**config.mk**
```make
export PLATFORM = sky130hd
export DESIGN_NAME = if_fetch_buffer_flat
export DESIGN_NICKNAME = d
export VERILOG_FILES = /design/src/rtl/if_fetch_buffer_if.sv /design/src/rtl/if_fetch_buffer.sv /design/src/flat_wrapper.sv
export SDC_FILE = /design/constraint.sdc
export NUM_CORES = 1
export LEC_CHECK = 0
export CELL_PAD_IN_SITES_DETAIL_PLACEMENT = 1
export CELL_PAD_IN_SITES_GLOBAL_PLACEMENT = 1
export CORE_MARGIN = 2
export CORE_UTILIZATION = 35
export CTS_CLUSTER_SIZE = 24
export DETAILED_ROUTE_END_ITERATION = 6
export HOLD_SLACK_MARGIN = 0.02
export PLACE_DENSITY = 0.81
export SETUP_SLACK_MARGIN = 0.2
export SLEW_MARGIN = 40
export SYNTH_ARGS = -nofsm -noshare
export SYNTH_HDL_FRONTEND = slang
export SYNTH_SLANG_ARGS = --single-unit
```
**constraint.sdc**
```tcl
create_clock -name clk -period 8.41 [get_ports clk]
set_clock_uncertainty 0.2 [all_clocks]
set_input_delay 1.682 -clock clk [delete_from_list [all_inputs] [get_ports clk]]
set_output_delay 1.682 -clock clk [all_outputs]
set_load 0.02 [all_outputs]
```
**src/rtl/if_fetch_buffer_if.sv**
```systemverilog
// Fetch-buffer bundle: PC register handshake, instruction-memory request/response
// and the decode-side head-entry port.
interface if_fetch_buffer_if;
    logic [31:0] PC;
    logic [31:0] PC4;
    logic        Keep;
    logic        Flush;
    logic        Imem_Req;
    logic [31:0] Imem_Addr;
    logic        Imem_Ack;
    logic [31:0] Imem_Data;
    logic        ID_Ready;
    logic        ID_Valid;
    logic [31:0] ID_PC;
    logic [31:0] ID_PC4;
    logic [31:0] ID_Instr;

    modport master (
        output PC, PC4, Flush, Imem_Ack, Imem_Data, ID_Ready,
        input  Keep, Imem_Req, Imem_Addr, ID_Valid, ID_PC, ID_PC4, ID_Instr
    );

    modport slave (
        input  PC, PC4, Flush, Imem_Ack, Imem_Data, ID_Ready,
        output Keep, Imem_Req, Imem_Addr, ID_Valid, ID_PC, ID_PC4, ID_Instr
    );
endinterface

```
**src/rtl/if_fetch_buffer.sv**
```systemverilog
// Instruction fetch buffer: one outstanding memory request feeding a 2-entry
// {PC, PC4, Instr} FIFO toward decode, with flush/drop handling.
module if_fetch_buffer (
    input logic              clk,
    input logic              rst,
    if_fetch_buffer_if.slave bus
);
    typedef enum logic [1:0] {IDLE, WAIT, DROP} state_t;

    state_t      state_q, state_d;
    logic [1:0]  count_q, count_d;
    logic        wr_ptr_q, wr_ptr_d;
    logic        rd_ptr_q, rd_ptr_d;
    logic [31:0] req_pc_q, req_pc_d;
    logic [31:0] req_pc4_q, req_pc4_d;
    logic [31:0] fifo_pc_q [2];
    logic [31:0] fifo_pc_d [2];
    logic [31:0] fifo_pc4_q [2];
    logic [31:0] fifo_pc4_d [2];
    logic [31:0] fifo_instr_q [2];
    logic [31:0] fifo_instr_d [2];

    logic issue;
    logic push;
    logic pop;

    always_comb begin
        issue = (state_q == IDLE) && (count_q < 2'd2) && !bus.Flush;
        push  = (state_q == WAIT) && bus.Imem_Ack && !bus.Flush;
        pop   = (count_q != 2'd0) && bus.ID_Ready && !bus.Flush;
    end

    // An Ack in DROP, or together with Flush in WAIT, returns to IDLE without a push.
    always_comb begin
        state_d = state_q;
        case (state_q)
            IDLE:    if (issue) state_d = WAIT;
            WAIT: begin
                if (bus.Imem_Ack)   state_d = IDLE;
                else if (bus.Flush) state_d = DROP;
            end
            DROP:    if (bus.Imem_Ack) state_d = IDLE;
            default: state_d = IDLE;
        endcase
    end

    always_comb begin
        req_pc_d     = req_pc_q;
        req_pc4_d    = req_pc4_q;
        fifo_pc_d    = fifo_pc_q;
        fifo_pc4_d   = fifo_pc4_q;
        fifo_instr_d = fifo_instr_q;
        count_d      = count_q;
        wr_ptr_d     = wr_ptr_q;
        rd_ptr_d     = rd_ptr_q;

        if (issue) begin
            req_pc_d  = bus.PC;
            req_pc4_d = bus.PC4;
        end

        if (push) begin
            fifo_pc_d[wr_ptr_q]    = req_pc_q;
            fifo_pc4_d[wr_ptr_q]   = req_pc4_q;
            fifo_instr_d[wr_ptr_q] = bus.Imem_Data;
        end

        if (bus.Flush) begin
            count_d  = 2'd0;
            wr_ptr_d = 1'b0;
            rd_ptr_d = 1'b0;
        end else begin
            count_d  = count_q + {1'b0, push} - {1'b0, pop};
            wr_ptr_d = wr_ptr_q ^ push;
            rd_ptr_d = rd_ptr_q ^ pop;
        end
    end

    always_ff @(posedge clk or posedge rst) begin
        if (rst) begin
            state_q      <= IDLE;
            count_q      <= 2'd0;
            wr_ptr_q     <= 1'b0;
            rd_ptr_q     <= 1'b0;
            req_pc_q     <= 32'h0000_0000;
            req_pc4_q    <= 32'h0000_0000;
            fifo_pc_q    <= '{32'h0000_0000, 32'h0000_0000};
            fifo_pc4_q   <= '{32'h0000_0000, 32'h0000_0000};
            fifo_instr_q <= '{32'h0000_0000, 32'h0000_0000};
        end else begin
            state_q      <= state_d;
            count_q      <= count_d;
            wr_ptr_q     <= wr_ptr_d;
            rd_ptr_q     <= rd_ptr_d;
            req_pc_q     <= req_pc_d;
            req_pc4_q    <= req_pc4_d;
            fifo_pc_q    <= fifo_pc_d;
            fifo_pc4_q   <= fifo_pc4_d;
            fifo_instr_q <= fifo_instr_d;
        end
    end

    assign bus.Imem_Req  = (state_q != IDLE);
    assign bus.Imem_Addr = req_pc_q;
    assign bus.Keep      = !(issue || bus.Flush);
    assign bus.ID_Valid  = (count_q != 2'd0);
    assign bus.ID_PC     = fifo_pc_q[rd_ptr_q];
    assign bus.ID_PC4    = fifo_pc4_q[rd_ptr_q];
    assign bus.ID_Instr  = fifo_instr_q[rd_ptr_q];

    // Issue is gated on count<2, so a push can never land on a full FIFO.
    ap_no_overflow: assert property (@(posedge clk) disable iff (rst)
        !(push && (count_q == 2'd2)));
endmodule

```
**src/flat_wrapper.sv**
```systemverilog
// flat-port wrapper written by rule: the top's interface ports become plain ports
module if_fetch_buffer_flat 
  (clk, rst, bus_PC, bus_PC4, bus_Flush, bus_Imem_Ack, bus_Imem_Data, bus_ID_Ready, bus_Keep, bus_Imem_Req, bus_Imem_Addr, bus_ID_Valid, bus_ID_PC, bus_ID_PC4, bus_ID_Instr);
  if_fetch_buffer_if bus_i ();
  input logic clk;
  input logic rst;
  input wire logic [$bits(bus_i.PC)-1:0] bus_PC;
  input wire logic [$bits(bus_i.PC4)-1:0] bus_PC4;
  input wire logic [$bits(bus_i.Flush)-1:0] bus_Flush;
  input wire logic [$bits(bus_i.Imem_Ack)-1:0] bus_Imem_Ack;
  input wire logic [$bits(bus_i.Imem_Data)-1:0] bus_Imem_Data;
  input wire logic [$bits(bus_i.ID_Ready)-1:0] bus_ID_Ready;
  output wire logic [$bits(bus_i.Keep)-1:0] bus_Keep;
  output wire logic [$bits(bus_i.Imem_Req)-1:0] bus_Imem_Req;
  output wire logic [$bits(bus_i.Imem_Addr)-1:0] bus_Imem_Addr;
  output wire logic [$bits(bus_i.ID_Valid)-1:0] bus_ID_Valid;
  output wire logic [$bits(bus_i.ID_PC)-1:0] bus_ID_PC;
  output wire logic [$bits(bus_i.ID_PC4)-1:0] bus_ID_PC4;
  output wire logic [$bits(bus_i.ID_Instr)-1:0] bus_ID_Instr;
  assign bus_i.PC = bus_PC;
  assign bus_i.PC4 = bus_PC4;
  assign bus_i.Flush = bus_Flush;
  assign bus_i.Imem_Ack = bus_Imem_Ack;
  assign bus_i.Imem_Data = bus_Imem_Data;
  assign bus_i.ID_Ready = bus_ID_Ready;
  assign bus_Keep = bus_i.Keep;
  assign bus_Imem_Req = bus_i.Imem_Req;
  assign bus_Imem_Addr = bus_i.Imem_Addr;
  assign bus_ID_Valid = bus_i.ID_Valid;
  assign bus_ID_PC = bus_i.ID_PC;
  assign bus_ID_PC4 = bus_i.ID_PC4;
  assign bus_ID_Instr = bus_i.ID_Instr;
  if_fetch_buffer u_core (.clk(clk), .rst(rst), .bus(bus_i));
endmodule
```
== After elaboration in Yosys (flattened, before gate mapping) ==
Index checks and enable logic that the tools add are counted.

* Output and inout bits: 131
* Input port bits: 101
* Flip-flop bits (word level): 262

* $lt $le $gt $ge: 4
* $add $sub $neg: 2
* Muxes and demuxes: 22
* Reductions and logical operators: 14
* Equality and inequality tests: 5
* Bitwise gates (word level): 4

{| class="wikitable"
|+ Operators with widths
! operator !! number
|-
| $mux 32 || 10
|-
| $bwmux 64 || 3
|-
| $demux 32 s1 || 1
|-
| $mux 2 || 5
|-
| $logic_and 1x1->1 || 7
|-
| $pmux 2 s3 || 1
|-
| $ge 2x2->1 const B || 2
|-
| $not 1->2 || 2
|-
| $reduce_bool 2->1 || 2
|-
| $ne 3x3->1 const B || 1
|-
| $reduce_and 3->1 || 1
|-
| $add 2x1->2 || 1
|-
| $eq 2x1->1 const B || 1
|-
| $eq 2x2->1 const B || 1
|-
| $logic_not 1->1 || 2
|-
| $logic_not 2->1 || 1
|-
| $lt 2x1->1 const B || 1
|-
| $lt 2x2->1 const B || 1
|-
| $mux 1 || 2
|-
| $ne 2x1->1 const B || 1
|-
| $ne 2x2->1 const B || 1
|-
| $sub 2x1->2 || 1
|-
| $xor 1x1->1 || 2
|-
| $logic_or 1x1->1 || 1
|}

== Logic depth before layout (Yosys ltp) ==
Gate-level depths: netlist of run 1.

* Depth in word-level cells: 6
* Mapped depth: 8
* Gate-level depth less buffers: 7

== Worst setup path before layout of run 1 ==
No wires, ideal clock.

* Path type: input -> output
* Start: in bus_Flush
* End: out bus_Keep
* Path slack: 4.355 ns
* Arrival: 2.173 ns
* Buffers on the path: 1
* Stages: 2
* Path through: clkbuf_1 > nor2_1

* Longest elaborated chain between the ends: 4

{| class="wikitable"
|+ Ends and longest elaborated chain
! element !! line !! RTL
|-
| start, declared || flat_wrapper.sv:9 || <nowiki>input wire logic [$bits(bus_i.Flush)-1:0] bus_Flush;</nowiki>
|-
| $logic_not 1->1 || if_fetch_buffer.sv:28 || <nowiki>issue = (state_q == IDLE) && (count_q < 2'd2) && !bus.Flush;</nowiki>
|-
| $logic_and 1x1->1 || if_fetch_buffer.sv:28 ||
|-
| $logic_or 1x1->1 * || if_fetch_buffer.sv:105 || <nowiki>assign bus.Keep = !(issue || bus.Flush);</nowiki>
|-
| $logic_not 1->1 * || if_fetch_buffer.sv:105 ||
|-
| end, declared || flat_wrapper.sv:13 || <nowiki>output wire logic [$bits(bus_i.Keep)-1:0] bus_Keep;</nowiki>
|}

Every way passes the cells marked *; elsewhere a longest branch is shown, timed or not.

== Worst setup path in the final report of run 1 ==
* Start: reg u_core.rd_ptr_q
* End: out bus_ID_PC[30]

* Longest elaborated chain between the ends: 4

{| class="wikitable"
|+ Ends and longest elaborated chain
! element !! line !! RTL
|-
| start, declared || if_fetch_buffer.sv:13 || <nowiki>logic rd_ptr_q, rd_ptr_d;</nowiki>
|-
| start signal, assigned || if_fetch_buffer.sv:94 || <nowiki>rd_ptr_q <= rd_ptr_d;</nowiki>
|-
| $not 1->2 (not written as such) || if_fetch_buffer.sv:107 || <nowiki>assign bus.ID_PC = fifo_pc_q[rd_ptr_q];</nowiki>
|-
| $mux 32 (not written as such) (3 in series) || if_fetch_buffer.sv:107 ||
|-
| end, declared || flat_wrapper.sv:17 || <nowiki>output wire logic [$bits(bus_i.ID_PC)-1:0] bus_ID_PC;</nowiki>
|}

No other way between the ends. The select of a mux whose other input is x is not followed.

==> results of run 1 <==
==> synthesized netlist by cell type <==
cell type / n
mux2_4: 10
nand2b_1: 1
mux2_2: 341
dfrtp_1: 262
nor4_4: 1
a2111oi_0: 1
buf_1: 4
buf_6: 7
clkbuf_1: 19
buf_2: 11
nor3_1: 2
nor2b_1: 2
a21oi_1: 1
nor2_1: 5
mux2_1: 2
ha_1: 4
xnor3_1: 1
inv_1: 4
nand2_1: 1
and2b_1: 1
nand3b_1: 1
o21ai_0: 1
or2_2: 2
==> worst max path at each step <==
stage | end | slack (ns) | cells past startpoint
6_report | bus_ID_PC[30] | 3.38 | 3
5_1_grt | bus_ID_PC[30] | 3.18 | 3
4_1_cts | bus_ID_PC[30] | 3.23 | 3
3_5_place_dp | u_core.fifo_pc4_q[9]$_DFFE_PP0P_ | 3.11 | 5
3_3_place_gp | u_core.fifo_pc4_q[15]$_DFFE_PP0P_ | 3.15 | 5
2_1_floorplan | u_core.bus.Imem_Addr[0]$_DFFE_PP0P_ | 3.07 | 1
==> critical path, delay by kind of cell, from the launching register on <==
kind | cells | cell delay, ns
buf+inv | 2 | 1.28
flops | 1 | 0.88
mux | 1 | 0.42
==> final cells by class <==
| type | count | share of cell area |
|---|---|---|
| flip-flops and latches | 262 | 0.447 |
| multi-input cells | 377 | 0.288 |
| repair buffers | 241 | 0.167 |
| clock buffers | 39 | 0.0547 |
| well taps | 396 | 0.0338 |
| clock inverters | 12 | 0.00793 |
| inverters | 4 | 0.00128 |
==> power groups by stage <==
stage | combinational [mW] | sequential [mW] | clock (mW)
final | 1.71 | 1.90 | 1.22
after global routing | 1.81 | 1.96 | 1.32
after CTS | 1.73 | 1.90 | 1.26
after detailed placement | 1.72 | 1.92 | 0
after global placement | 1.69 | 1.89 | 0
after floorplan | 0.979 | 1.87 | 0
==> flip-flops by register name, summed over array words and instances, names as in the netlist <==
| signal | count |
|---|---|
| u_core.req_pc4_q | 32 |
| u_core.state_q | 2 |
| u_core.fifo_instr_q | 64 |
| u_core.wr_ptr_q | 1 |
| u_core.bus.Imem_Addr | 32 |
| u_core.count_q | 2 |
| u_core.rd_ptr_q | 1 |
| u_core.fifo_pc_q | 64 |
| u_core.fifo_pc4_q | 64 |
==> logic make-up after synthesis <==
family / after synthesis / synth area share
muxes: 353 / 0.365
DFF: 262 / 0.596
AOI/OAI and AO/OA: 3 / 0.00171
and+or+nand+nor: 16 / 0.00910
adders and majority gates: 4 / 0.00455
buffers and inverters: 45 / 0.0214
xor gates and xnor gates: 1 / 0.00205
==> routing by layer <==
layer	global-route usage	vias up	routed length, um	part of all wire
li1	-	2909	-	-
met1	0.202	3322	10900	0.43
met2	0.262	165	12200	0.49
met3	0.0435	33	1720	0.068
met4	0.0299	2	321	0.013
met5	0	-	13	0.00052
==> impl_results.md, run 1 <==
- IO Port Bufs: 231
- Peak supply drop: 0.169 mV
- Netlist cell types: 23
- Site row count: 64
- Cts hold-fix bufs: 0
- Max-cap violations: 0
- Syn Std Cell Area: 0.0110 sq mm
- Routed Antenna Nets: 0
- DRT iter0 DRCs: 154
- H-tree levels: 1
- Crit path max fanout: 50
- Largest net degree at the start of global routing: 102
- Final Setup Violations: 0
- Critical path required time: 6.53 ns
- Fmax: 199 MHz
- Share of cells above drive strength 1: 0.442
- Reg clk slew, reported paths: 0.06 ns
- Core area: 0.0307 sq mm
- Die area: 0.0328 sq mm
- Tcrit/Tclk final: 0.599
- Worst relative slew slack: 0.488
- Mapped Nets: 789
- Mapped Avg Cell Area: 16.1 sq um
- Sequential share of the synthesized area: 0.596
- Layout fillers: 3046
- Most common cell after layout, fill and taps aside: mux2_2
- Total Routing Usage GR: 0.156
- Critical-path cell list: buf_4 > mux2_2 > clkdlybuf4s50_1
- WHS: 0.301 ns
- Fin nets: 1020
- Hold depth: 1
- Starting Density: 0.358
- Reg-to-reg critical path startpoint: u_core.state_q[0]$_DFFE_PP0P_
- Placed Cells incl. Taps: 1278
- Final Hold Fails: 0
- Global placement routability congestion: 0.682
- Max stage delay cell, worst path: dfrtp_4
- Worst setup EP type: primary output
- Final worst path period need: 5.03 ns
- Pwr dens: 329 mW/mm^2
- Unrepaired setup endpoints after global routing: false
- Routed wire length: 25200 um
- FF-to-FF End: u_core.fifo_instr_q[4]$_DFFE_PP0P_
- # Post-CTS Setup Buffers: 0
- Worst hold endpoint: u_core.fifo_instr_q[12]$_DFFE_PP0P_
- Hold Startpoint: u_core.fifo_instr_q[12]$_DFFE_PP0P_
- Reg2Reg Depth: 5
- Cell internal pwr: 3.35 mW
- Crit Path Class: flip-flop to primary output
- Fin util: 0.477
- Vias in the first global route: 7278
- Status: finished, final reports clean
- P_leak: 6.28 nW
- Drt pass-1 iters: 4
- Residual DRC count: 0
- Yosys top cell by area: dfrtp_1
- Worst slack at placement: 3.11 ns
- CTS root buf: clkbuf_16
- Number of antenna repair diodes: 0
- Area grow syn2layout: 33.4%
- Register area: 0.00656 sq mm
- Top cell type's share of synthesized area: 0.596
- Via density: 4.83
- Sw frac: 0.305
- Worst Hold Class: flip-flop to flip-flop
- Placed standard-cell area: 0.0137 sq mm
- Clk pwr share: 0.253
- Post-DR wirelength/cell: 18.9 um
- GR Overflow Total: 0
- CP max stage delay: 0.88 ns
- Final cell count without fillers: 1331
- Worst Max-Slew Pin Slew: 0.768 ns
- HPWL after DPL: 16100 um
- FF+latch count, synth: 262
- Flop pwr share: 0.393
- TritonCTS clock tree: built
- CTS resizes: 0
- Die span in x: 181 um
- Multi-input gate area: 0.00423 sq mm
- Total Power: 4.82 mW
- Gate Count Post-Synth: 684
- Clock buffer depth: 3
- P_sw: 1.47 mW
- Vert. Die Dim: 181 um
- I/O pins: 232
- Crit. Startpoint: u_core.rd_ptr_q$_DFF_PP0_
- Number of clock sinks: 262
- Yosys warning count: 0
- Most frequent cells in the layout: mux2_2, dfrtp_1, clkdlybuf4s50_1
- DR vias: 6431
- Internal reg-to-reg setup slack: 5.46 ns
- Gate power share: 0.354
- First-pass GRT wire length: 41000 um
- Top post-synthesis cells by area: dfrtp_1, mux2_2, mux2_4
- Clock latency at the later pin of the worst-skew pair: 0.54 ns
- Crit path launch type: flip-flop
- Final Cell Area: 0.0147 sq mm
- Setup_tns: 0 ns
- CTS Buf Count: 29
- Initial antenna violation count: 1
- Worst Path Arrival: 3.15 ns
- Slew Limit Fails: 0
- Final worst slack: 3.38 ns
Note: power is estimated with default switching activity, not from simulation.
==> inputs of run 2 (changes only) <==
--- a/config.mk
+++ b/config.mk
@@ -12,7 +12,7 @@
 export CTS_CLUSTER_SIZE = 24
 export DETAILED_ROUTE_END_ITERATION = 6
 export HOLD_SLACK_MARGIN = 0.02
-export PLACE_DENSITY = 0.81
+export PLACE_DENSITY = 0.78
 export SETUP_SLACK_MARGIN = 0.2
 export SLEW_MARGIN = 40
 export SYNTH_ARGS = -nofsm -noshare
==> constraint.sdc (replaced) <==
create_clock -name clk -period 4.8 [get_ports clk]
set_clock_uncertainty 0.2 [all_clocks]
set_input_delay 0.96 -clock clk [delete_from_list [all_inputs] [get_ports clk]]
set_output_delay 0.96 -clock clk [all_outputs]
set_load 0.02 [all_outputs]
==> run 2 against run 1 <==
Clock power up 75%. Count of clock-buffer cells in the layout up 7. Cell count about the same. Highest routed layer unchanged. Largest cell class unchanged. Sequential power up 75%. Register-to-register slack worse by 3.2 ns. Die area unchanged. Non-clock buffer count up 3. Critical path depth unchanged. Critical endpoint is now bus_ID_PC4[26].
==> impl_results.md, run 2 (synthesized netlist as in run 1, its figures left out) <==
- Cell family with most CP delay: buffers and inverters
- Worst hold endpoint: u_core.fifo_pc_q[21]$_DFFE_PP0P_
- Most frequent cells in the layout: mux2_2, dfrtp_1, clkdlybuf4s50_1
- Vert. Die Dim: 181 um (unchanged)
- First-pass GRT wire length: 41000 um (-0.13%)
- CP max stage delay: 0.75 ns (-0.13 ns)
- CTS resizes: 0 (unchanged)
- Routed Antenna Nets: 0 (unchanged)
- Crit path launch type: flip-flop
- IO Port Bufs: 231 (unchanged)
- Clock latency at the later pin of the worst-skew pair: 0.53 ns (about the same)
- Cts hold-fix bufs: 0 (unchanged)
- Most common cell after layout, fill and taps aside: mux2_2
- Worst setup EP type: primary output
- Fin nets: 1022 (+0.20%)
- Initial antenna violation count: 1 (unchanged)
- Peak supply drop: 0.272 mV (+61%)
- Hold Startpoint: u_core.fifo_pc_q[21]$_DFFE_PP0P_
- Core area: 0.0307 sq mm (unchanged)
- FF-to-FF End: u_core.fifo_instr_q[39]$_DFFE_PP0P_
- Worst Max-Slew Pin Slew: 0.815 ns (+0.0466 ns)
- Post-DR wirelength/cell: 19.0 um (+0.28%)
- Max-cap violations: 0 (unchanged)
- Fmax: 261 MHz
- Number of clock sinks: 262 (unchanged)
- Worst slack at placement: 0.842 ns (-2.27 ns)
- Worst relative slew slack: 0.457 (-0.0311)
- Max stage delay cell, worst path: dfrtp_4
- P_leak: 6.29 nW (+0.17%)
- Crit. Startpoint: u_core.rd_ptr_q$_DFF_PP0_
- Crit Path Class: flip-flop to primary output
- Setup_tns: 0 ns (unchanged)
- Internal reg-to-reg setup slack: 2.24 ns (-3.22 ns)
- Die area: 0.0328 sq mm (unchanged)
- Largest net degree at the start of global routing: 99 (-2.9%)
- Worst Hold Class: flip-flop to flip-flop
- Final worst slack: 0.968 ns (-2.41 ns)
- Crit path max fanout: 33 (-34%)
- Residual DRC count: 0 (unchanged)
- CP Buf/Inv Count: 2 (unchanged)
- Critical path required time: 3.64 ns (-2.89 ns)
- Via density: 4.86 (+0.58%)
- CTS root buf: clkbuf_16
- Share of cells above drive strength 1: 0.441 (-0.000472)
- Placed standard-cell area: 0.0138 sq mm (+0.56%)
- Status: finished, final reports clean
- Final Setup Violations: 0 (unchanged)
- Hold depth: 1 (unchanged)
- Reg2Reg Depth: 5 (unchanged)
- Routed wire length: 25300 um (+0.35%)
- Reg-to-reg critical path startpoint: u_core.state_q[0]$_DFFE_PP0P_
- Pwr dens: 575 mW/mm^2 (+75%)
- TritonCTS clock tree: built
- Site row count: 64 (unchanged)
- HPWL after DPL: 16200 um (+1.1%)
- # Post-CTS Setup Buffers: 0 (unchanged)
- Largest registers: u_core.fifo_instr_q: 64 flops, u_core.fifo_pc4_q: 64 flops, u_core.fifo_pc_q: 64 flops
- DR vias: 6473 (+0.65%)
- Global placement routability congestion: 0.706 (+3.5%)
- Clock buffer depth: 3 (unchanged)
- Final worst path period need: 3.83 ns
- Vias in the first global route: 7253 (-0.34%)
- Unrepaired setup endpoints after global routing: false
- H-tree levels: 1 (unchanged)
- Worst Path Arrival: 2.67 ns (-0.48 ns)
- Fin util: 0.479 (+0.00142)
- I/O pins: 232 (unchanged)
- CTS Buf Count: 28 (-3.4%)
- Area grow syn2layout: 33.8%
- Placed Cells incl. Taps: 1283 (+0.39%)
- Number of antenna repair diodes: 0 (unchanged)
- DRT iter0 DRCs: 197 (+28%)
- Final Cell Area: 0.0147 sq mm (+0.30%)
- Reg clk slew, reported paths: 0.06 ns (about the same)
- GR Overflow Total: 0 (unchanged)
- Drt pass-1 iters: 3 (-1)
- Total Routing Usage GR: 0.155 (-0.000614)
- Slew Limit Fails: 0 (unchanged)
- Starting Density: 0.358 (unchanged)
- Tcrit/Tclk final: 0.798
- Final Hold Fails: 0 (unchanged)
- Die span in x: 181 um (unchanged)
- Critical-path cell list: buf_4 > mux2_2 > clkdlybuf4s50_1
- Final cell count without fillers: 1332 (+0.075%)
-- run 2: per-layer routing --
layer	vias up	global-route usage	routed length, um
met5	-	0	12
met4	2	0.0351	450
met1	3361	0.205	11000
met2	166	0.257	12200
li1	2903	-	-
met3	41	0.0395	1570
-- run 2: power by group --
group / internal [mW] / switching (mW) / leakage (nW)
combinational: 1.70 / 1.29 / 2.57
sequential: 2.90 / 0.421 / 3.27
clock: 1.29 / 0.850 / 0.450
-- run 2: layout make-up --
cell class                      instances  area, sq um
Fill cell                            3016        16000
Timing Repair Buffer                  244         2480
Clock inverter                          3         42.5
Inverter                                4         18.8
Sequential cell                       262         6560
Tap cell                              396          495
Clock buffer                           46          880
Multi-Input combinational cell        377         4230
-- run 2: worst max-delay path by stage --
stage / slack, ns / to / cells past startpoint
after detailed placement: 0.84 / u_core.fifo_instr_q[51]$_DFFE_PP0P_ / 5
after floorplan: 0.18 / u_core.bus.Imem_Addr[0]$_DFFE_PP0P_ / 1
after CTS: 0.90 / bus_ID_PC4[20] / 3
after global placement: 0.94 / u_core.fifo_instr_q[46]$_DFFE_PP0P_ / 5
final: 0.97 / bus_ID_PC4[26] / 3
after global routing: 0.86 / bus_ID_PC4[20] / 3
-- run 2: metrics by stage --
| step | total power, mW | hold slack, ns |
|---|---|---|
| 6_report | 8.46 | 0.299 |
| 5_1_grt | 8.92 | 0.316 |
| 4_1_cts | 8.59 | 0.305 |
| 3_5_place_dp | 6.37 | 0.290 |
| 3_3_place_gp | 6.29 | 0.283 |
| 2_1_floorplan | 5.00 | 0.269 |
==> inputs of run 3 (changes only) <==
--- a/config.mk
+++ b/config.mk
@@ -12,7 +12,7 @@
 export CTS_CLUSTER_SIZE = 24
 export DETAILED_ROUTE_END_ITERATION = 6
 export HOLD_SLACK_MARGIN = 0.02
-export PLACE_DENSITY = 0.78
+export PLACE_DENSITY = 0.81
 export SETUP_SLACK_MARGIN = 0.2
 export SLEW_MARGIN = 40
 export SYNTH_ARGS = -nofsm -noshare
==> constraint.sdc (replaced) <==
create_clock -name clk -period 3.4 [get_ports clk]
set_clock_uncertainty 0.2 [all_clocks]
set_input_delay 0.68 -clock clk [delete_from_list [all_inputs] [get_ports clk]]
set_output_delay 0.68 -clock clk [all_outputs]
set_load 0.02 [all_outputs]
==> run 3 against run 2 <==
Hold slack got worse by 0.044 ns. Worst setup slack lost 0.78 ns. Sequential cell count is the same. First-iteration DRC count fell by 25%. Final area rose by 1.7%. Register-to-register slack lost 1.2 ns. Routed wire length is 3.7% higher. Combinational power is 43% higher. Critical path depth stayed put. Sequential share of layout area down 0.74 points. Non-clock buffer count grew 7. Highest routed layer unchanged.
==> impl_results.md, run 3 (synthesized netlist as in run 1, its figures left out) <==
- Status: finished, final reports clean
- CP Buf/Inv Count: 2 (unchanged)
- Largest registers: u_core.fifo_instr_q: 64 flops, u_core.fifo_pc4_q: 64 flops, u_core.fifo_pc_q: 64 flops
- FF-to-FF End: u_core.fifo_instr_q[37]$_DFFE_PP0P_
- Largest net degree at the start of global routing: 105 (+6.1%)
- Worst slack at placement: 0.380 ns (-0.462 ns)
- Die area: 0.0328 sq mm (unchanged)
- Die span in x: 181 um (unchanged)
- Routed Antenna Nets: 0 (unchanged)
- Vert. Die Dim: 181 um (unchanged)
- Crit path launch type: flip-flop
- Worst setup EP type: primary output
- Final Cell Area: 0.0150 sq mm (+1.7%)
- Worst Max-Slew Pin Slew: 0.570 ns (-0.245 ns)
- Site row count: 64 (unchanged)
- Max stage delay cell, worst path: clkdlybuf4s50_1
- Final Setup Violations: 0 (unchanged)
- Final worst path period need: 3.21 ns
- Fmax: 312 MHz
- CP max stage delay: 0.59 ns (-0.16 ns)
- Residual DRC count: 0 (unchanged)
- Core area: 0.0307 sq mm (unchanged)
- DR vias: 6551 (+1.2%)
- P_leak: 6.41 nW (+2.0%)
- Worst relative slew slack: 0.620 (+0.163)
- WHS: 0.255 ns (-0.0441 ns)
- Drt pass-1 iters: 4 (+1)
- Starting Density: 0.358 (unchanged)
- Global placement routability congestion: 0.704 (-0.34%)
- Most frequent cells in the layout: mux2_2, dfrtp_1, clkdlybuf4s50_1
- DRT iter0 DRCs: 148 (-25%)
- Internal reg-to-reg setup slack: 1.08 ns (-1.16 ns)
- Final worst slack: 0.192 ns (-0.776 ns)
- Crit path max fanout: 66 (+100%)
- HPWL after DPL: 17100 um (+5.4%)
- I/O pins: 232 (unchanged)
- Critical-path cell list: buf_16 > mux2_2 > clkdlybuf4s50_1
- Number of antenna repair diodes: 0 (unchanged)
- Tcrit/Tclk final: 0.944
- Critical path required time: 2.52 ns (-1.12 ns)
- Most common cell after layout, fill and taps aside: mux2_2
- GR Overflow Total: 0 (unchanged)
- Total Power: 12.2 mW (+45%)
- Area grow syn2layout: 36.1%
- Total Routing Usage GR: 0.161 (+0.00614)
- Slew Limit Fails: 0 (unchanged)
- Vias in the first global route: 7626 (+5.1%)
- Via density: 4.87 (+0.23%)
- First-pass GRT wire length: 42600 um (+4.1%)
- Cell family with most CP delay: buffers and inverters
- Worst Hold Class: input pin to asynchronous set/reset pin
- CTS root buf: clkbuf_16
- IO Port Bufs: 231 (unchanged)
- Share of cells above drive strength 1: 0.454 (+0.0129)
- TritonCTS clock tree: built
- Crit Path Class: flip-flop to primary output
- Clock latency at the later pin of the worst-skew pair: 0.54 ns (about the same)
- CTS Buf Count: 30 (+7.1%)
- Reg clk slew, reported paths: 0.06 ns (about the same)
- Cts hold-fix bufs: 0 (unchanged)
- Unrepaired setup endpoints after global routing: true
- Fin nets: 1031 (+0.88%)
- H-tree levels: 1 (unchanged)
- Post-DR wirelength/cell: 19.5 um (+2.7%)
- Clock buffer depth: 3 (unchanged)
- Final Hold Fails: 0 (unchanged)
- Placed standard-cell area: 0.0139 sq mm (+0.83%)
- Worst Path Arrival: 2.33 ns (-0.34 ns)
- Peak supply drop: 0.453 mV (+66%)
- Initial antenna violation count: 1 (unchanged)
- Max-cap violations: 0 (unchanged)
- Routed wire length: 26200 um (+3.7%)
- Setup_tns: 0 ns (unchanged)
- Number of clock sinks: 262 (unchanged)
- Reg2Reg Depth: 6 (+1)
- Pwr dens: 818 mW/mm^2 (+42%)
- Reg-to-reg critical path startpoint: u_core.state_q[0]$_DFFE_PP0P_
==> run 3: changes by cell type in the layout (fill, tap and decap cells not counted), sizes merged <==
| cell | before | now |
|---|---|---|
| inv | 3 | 4 |
| clkinvlp | 2 | 3 |
| bufinv | 1 | 2 |
| clkbuf | 46 | 44 |
| buf | 13 | 19 |
| clkinv | 1 | 7 |
==> run 3: routing by layer <==
layer,track usage,wire length [um],share of wire,vias up
li1,-,-,-,2928
met2,0.287,13200,0.50,165
met5,0,13,0.00050,-
met4,0.0338,505,0.019,2
met1,0.195,10800,0.41,3422
met3,0.0435,1630,0.062,34
==> run 3: worst max-delay path by stage <==
stage,startpoint,endpoint,cells past startpoint
after floorplan,rst,u_core.bus.Imem_Addr[0]$_DFFE_PP0P_,1
after global placement,bus_Imem_Ack,u_core.fifo_instr_q[53]$_DFFE_PP0P_,7
after detailed placement,bus_Imem_Ack,u_core.fifo_instr_q[37]$_DFFE_PP0P_,7
after CTS,u_core.rd_ptr_q$_DFF_PP0_,bus_ID_PC4[29],3
after global routing,u_core.rd_ptr_q$_DFF_PP0_,bus_ID_PC4[29],3
final,u_core.rd_ptr_q$_DFF_PP0_,bus_ID_PC4[29],3
==> run 3: what timing repair did <==
action / 4_1_cts / 5_1_grt
endpoints found under the hold margin: 0 / 0
setup endpoints to repair: 93 / 92
gates resized for setup: 2 / 1
buffers inserted: 0 / 0
==> run 3: area by class of cell <==
cell class                      instances  area (sq um)
Inverter                                4          18.8
Clock buffer                           43           921
Clock inverter                         12           126
Fill cell                            3017         15800
Tap cell                              396           495
Multi-Input combinational cell        377          4230
Timing Repair Buffer                  251          2610
Sequential cell                       262          6560
==> run 3: metrics by stage <==
stage / instances / util
4_1_cts: 1345 / 0.487
3_3_place_gp: 1290 / 0.452
5_1_grt: 1345 / 0.487
2_1_floorplan: 684 / -
3_5_place_dp: 1290 / 0.452
6_report: 1345 / 0.487
==> run 3: where the power goes <==
part | switching [mW] | internal [mW]
sequential | 0.578 | 4.10
combinational | 1.85 | 2.42
clock | 1.27 | 2.03
total | 3.69 | 8.54
==> run 3: worst reg2reg max path: cells and delay by family, from the launching register on <==
kind,cells,cell delay (ns)
adders and majority gates,1,0.35
buffers and inverters,2,0.45
DFF,1,0.50
muxes,1,0.39
and+or+nand+nor,2,0.31
